==> src/rtl/instr_fetch.sv <==
// rtl/instr_fetch.sv - instruction fetch stage: owns the PC, fetches over req/rdy, holds Instr
// Advances the PC by 2 or to the beq target when the execute path retires the held word.
module instr_fetch #(
   parameter int                ADDR_W   = 16,
   parameter logic [ADDR_W-1:0] RESET_PC = '0
) (
   input  logic              Clk,
   input  logic              Reset,
   output logic              IMemReq,
   output logic [ADDR_W-1:0] IMemAddr,
   input  logic              IMemRdy,
   input  logic [15:0]       IMemData,
   output logic [15:0]       Instr,
   output logic [3:0]        OPCODE,
   output logic              InstrValid,
   input  logic              ExecDone,
   input  logic              BranchTaken,
   output logic [ADDR_W-1:0] PC,
   output logic [ADDR_W-1:0] PCPlus2,
   output logic              Halted
);

   typedef enum logic [1:0] {S_IDLE, S_FETCH, S_EXEC, S_HALT} state_t;

   state_t            r_state;
   state_t            w_next_state;
   logic [ADDR_W-1:0] r_pc;
   logic [15:0]       r_instr;
   logic              w_capture;
   logic              w_retire;
   logic              w_legal;
   logic              w_take_branch;
   logic [ADDR_W-1:0] w_pc_plus2;
   logic [ADDR_W-1:0] w_imm_sext;
   logic [ADDR_W-1:0] w_branch_target;

   function automatic logic is_legal(input logic [3:0] op);
      case (op)
         4'b0000, 4'b0001, 4'b0010, 4'b1001, 4'b1010,
         4'b1011, 4'b1100, 4'b1101, 4'b1111: return 1'b1;
         default:                            return 1'b0;
      endcase
   endfunction

   assign w_legal         = is_legal(IMemData[15:12]);
   assign w_capture       = (r_state == S_FETCH) && IMemRdy;
   assign w_retire        = (r_state == S_EXEC) && ExecDone;
   // Only beq (1111) may redirect; BranchTaken on any other opcode is ignored.
   assign w_take_branch   = BranchTaken && (r_instr[15:12] == 4'b1111);
   assign w_pc_plus2      = r_pc + ADDR_W'(2);
   assign w_imm_sext      = {{(ADDR_W-8){r_instr[7]}}, r_instr[7:0]};
   assign w_branch_target = w_pc_plus2 + (w_imm_sext << 1);

   always_ff @(posedge Clk) begin
      if (Reset) r_state <= S_IDLE;
      else       r_state <= w_next_state;
   end

   always_comb begin
      w_next_state = r_state;
      case (r_state)
         S_IDLE:  w_next_state = S_FETCH;
         S_FETCH: if (IMemRdy) w_next_state = w_legal ? S_EXEC : S_HALT;
         S_EXEC:  if (ExecDone) w_next_state = S_FETCH;
         S_HALT:  w_next_state = S_HALT;
         default: w_next_state = S_IDLE;
      endcase
   end

   always_comb begin
      IMemReq    = 1'b0;
      InstrValid = 1'b0;
      Halted     = 1'b0;
      case (r_state)
         S_FETCH: IMemReq    = 1'b1;
         S_EXEC:  InstrValid = 1'b1;
         S_HALT:  Halted     = 1'b1;
         default: ;
      endcase
   end

   always_ff @(posedge Clk) begin
      if (Reset) begin
         r_pc    <= RESET_PC;
         r_instr <= 16'h0000;
      end else begin
         if (w_capture) r_instr <= IMemData;
         if (w_retire)  r_pc    <= w_take_branch ? w_branch_target : w_pc_plus2;
      end
   end

   assign IMemAddr = r_pc;
   assign PC       = r_pc;
   assign PCPlus2  = w_pc_plus2;
   assign Instr    = r_instr;
   assign OPCODE   = r_instr[15:12];

endmodule

==> config.mk <==
export PLATFORM = sky130hd
export DESIGN_NAME = instr_fetch
export DESIGN_NICKNAME = d
export VERILOG_FILES = /design/src/rtl/instr_fetch.sv
export SDC_FILE = /design/constraint.sdc
export NUM_CORES = 1
export LEC_CHECK = 0
export CAP_MARGIN = 20
export CORE_UTILIZATION = 49
export CTS_CLUSTER_SIZE = 24
export DETAILED_ROUTE_END_ITERATION = 6
export PLACE_DENSITY = 0.86
export SETUP_SLACK_MARGIN = 0.1
export SLEW_MARGIN = 20
export SYNTH_ARGS = -nofsm -noshare
export SYNTH_HDL_FRONTEND = slang
export SYNTH_SLANG_ARGS = --single-unit
==> constraint.sdc <==
create_clock -name Clk -period 7.6 [get_ports Clk]
set_clock_uncertainty 0.2 [all_clocks]
set_input_delay 0.76 -clock Clk [delete_from_list [all_inputs] [get_ports Clk]]
set_output_delay 0.76 -clock Clk [all_outputs]
set_load 0.05 [all_outputs]
==> impl_metrics.tcl <==
set metrics [dict create \
    regArea_sq_um 661 \
    multi_input_area_sq_um 1720 \
    min_path_cells 2 \
    num_antenna_cells 0 \
    core-area_sq_um 5140 \
    cts_resized 0 \
    drc 0 \
    cts_tree "yes" \
    pwr-share-comb_pct 23.9 \
    met1_length_um 2990 \
    rows 26 \
    area_delta_synth_final_pct 33.3 \
    synth_edf_count 0 \
    cp_max_fo 9 \
    synthArstFlopShare_pct 0 \
    min_from "Instr[9]$_SDFFE_PP0P_" \
    clock_power_share_pct 34.0 \
    drv_slew 0 \
    synth-seq-cells 33 \
    synth_top_area_share_pct 25.3 \
    synthTopCellsByArea "dfxtp_1, ha_1, nand2_1" \
    status "finished clean" \
    yosys.area.top_type "dfxtp_1" \
    r2r_slack_ns 3.82 \
    grt_max_degree 36 \
    fmax_mhz 264 \
    clkTransAtPathRegs_ns 0.07 \
    wl_um 7010 \
    first_pass_iters 4 \
    p_leak_nw 1.31 \
    fill_cells 448 \
    syn_area_per_cell_sq_um 7.61 \
    postRouteAntennaNets 0 \
    htree_levels 2 \
    hpwl_um 5150 \
    via_count 2703 \
    die_w_um 75.1 \
    hold-path-endpoint "Instr[9]$_SDFFE_PP0P_" \
    io_pins 92 \
    wl_met3_um 503 \
    rsz0062_at_grt "no" \
    cp-end-kind "flop" \
    gp_congestion 0.888 \
    grtUsageTotal_pct 26.1 \
    drt_iter0_drc 142 \
    cts_buffer_depth 2 \
    wl_met2_um 3420 \
    die-area_sq_um 5640 \
    ys.flop_type "dfxtp_1" \
    antenna_found_initial 0 \
    grt_pass1_wl_um 11300 \
    cts_buffers 5 \
    yosysWarnings 0 \
    fin_setup_tns_ns 0 \
    numPortBuffers 88 \
    hold_buffers 0 \
    drv_cap 0 \
    clk_latency_ns 0.29 \
    internal_power_uw 300 \
    netSwitchingFraction_pct 32.4 \
    rr_worst_depth 12 \
    slew_headroom_pct 48.9 \
    nets 446 \
    worstReg2RegEnd "IMemAddr[15]$_SDFFE_PP0P_" \
    synth_most_common_cell "nand2_1" \
    post-route-period-util_pct 49.8 \
    vdd_drop_max_mv 0.100 \
    start_util_pct 50.9 \
    crit_required_ns 7.58 \
    clkSinkCount 33 \
    arrival_ns 3.76 \
    postCtsSetupBuffers 0 \
    min_period_ns 3.78 \
    grt_pass1_vias 2415 \
    hold_class "reg -> reg" \
    grt-ovfl-total 0 \
    path_class "reg -> reg" \
    p_seq_share_pct 42.2 \
    syn_inst 344 \
    cts-root-buf "clkbuf_8" \
    p_per_area_nw_per_um2 127 \
    wl_per_cell_um 14.7 \
    finalSetupViolations 0 \
    vias_per_cell 5.67 \
    syn_area_sq_um 2620 \
    die_h_um 75.1 \
    ys_seq_area_share_pct 25.3 \
    power.total_uw 443 \
    switching_power_uw 144 \
    final-hold-violation-count 0 \
    r2r_start "IMemAddr[1]$_SDFFE_PP0P_" \
    synth.top_cells.by_count "nand2_1, dfxtp_1, a21oi_1, nor2_1, buf_4" \
    routed.top_layer "met4" \
    ys_types 58 \
    drive_above_1_share_pct 6.14 \
    critPathLaunchType "flop" \
    tightest_slew_ns 0.766 \
]
[how the worst max path moves through the flow]
stage,startpoint,to
2_1_floorplan,IMemAddr[3]$_SDFFE_PP0P_,IMemAddr[15]$_SDFFE_PP0P_
3_3_place_gp,IMemAddr[1]$_SDFFE_PP0P_,IMemAddr[15]$_SDFFE_PP0P_
3_5_place_dp,IMemAddr[1]$_SDFFE_PP0P_,IMemAddr[15]$_SDFFE_PP0P_
4_1_cts,IMemAddr[1]$_SDFFE_PP0P_,PCPlus2[13]
5_1_grt,IMemAddr[1]$_SDFFE_PP0P_,IMemAddr[15]$_SDFFE_PP0P_
6_report,IMemAddr[1]$_SDFFE_PP0P_,IMemAddr[15]$_SDFFE_PP0P_
[stage by stage]
| stage | worst slack [ns] | cell area [sq um] | hold slack, ns | util (%) | instances |
|---|---|---|---|---|---|
| 4_1_cts | 3.85 | 3480 | 0.259 | 67.8 | 477 |
| 3_5_place_dp | 3.89 | 3380 | 0.249 | 65.8 | 469 |
| 2_1_floorplan | 3.11 | 2620 | 0.292 | - | 346 |
| 5_1_grt | 3.58 | 3490 | 0.283 | 67.8 | 477 |
| 3_3_place_gp | 4.10 | 3380 | 0.242 | 65.8 | 469 |
| 6_report | 3.82 | 3490 | 0.256 | 67.8 | 477 |
[power groups by stage]
stage | clock, mW | sequential, mW | combinational [mW]
4_1_cts | 0.152 | 0.187 | 0.106
3_5_place_dp | 0 | 0.191 | 0.105
3_3_place_gp | 0 | 0.190 | 0.104
2_1_floorplan | 0 | 0.207 | 0.0543
6_report | 0.151 | 0.187 | 0.106
5_1_grt | 0.160 | 0.188 | 0.113
[worst max-delay path: stages (launching register included)]
cell and delay (ns):
dfxtp_1 0.48, ha_1 0.40, nand4_4 0.23, nor2_1 0.25, xor2_1 0.28, ha_1 0.27
o21ai_0 0.16, o21a_1 0.22, or3_1 0.40, nand3_1 0.11, mux2i_1 0.08, nor4_1 0.25
mux2_1 0.34
[area by class of cell]
cell class              count  share of cell area, %
clock buffers               7                   2.76
flip-flops and latches     33                   18.9
repair buffers             90                   25.7
clock inverters             1                  0.144
well taps                  70                   2.51
multi-input cells         269                   49.2
inverters                   7                  0.753
[cells by family after synthesis]
family / after synthesis / synth area share (%)
compound gates: 87 / 21.1
xor+xnor: 21 / 7.03
fa+ha+maj: 19 / 9.37
buf+inv: 44 / 9.56
flops: 33 / 25.3
mux: 3 / 1.20
other cells: 1 / 0.143
simple gates: 136 / 26.4
[sequential cells by signal, indices dropped and copies added (netlist names)]
name,cells
Instr,16
r_state,2
IMemAddr,15
[cell usage in the layout, fill, tap and decap left out, types with 4 or more instances in the layout]
cell type / n
inv_1: 7
dfxtp_1: 33
ha_1: 18
o21a_1: 5
nand2_1: 60
o21ai_0: 14
a21oi_1: 31
nand3b_1: 4
xnor2_1: 12
xor2_1: 9
nand3_1: 10
clkdlybuf4s50_1: 88
nor3_1: 11
a211oi_1: 12
nor2_1: 22
clkbuf_8: 7
[per-layer routing]
layer | GRT usage [%] | up-vias
met4 | 8.60 | 0
li1 | - | 1316
met1 | 33.1 | 1262
met5 | 0 | -
met3 | 4.82 | 13
met2 | 44.4 | 112
Note: power is estimated with default switching activity, not from simulation.
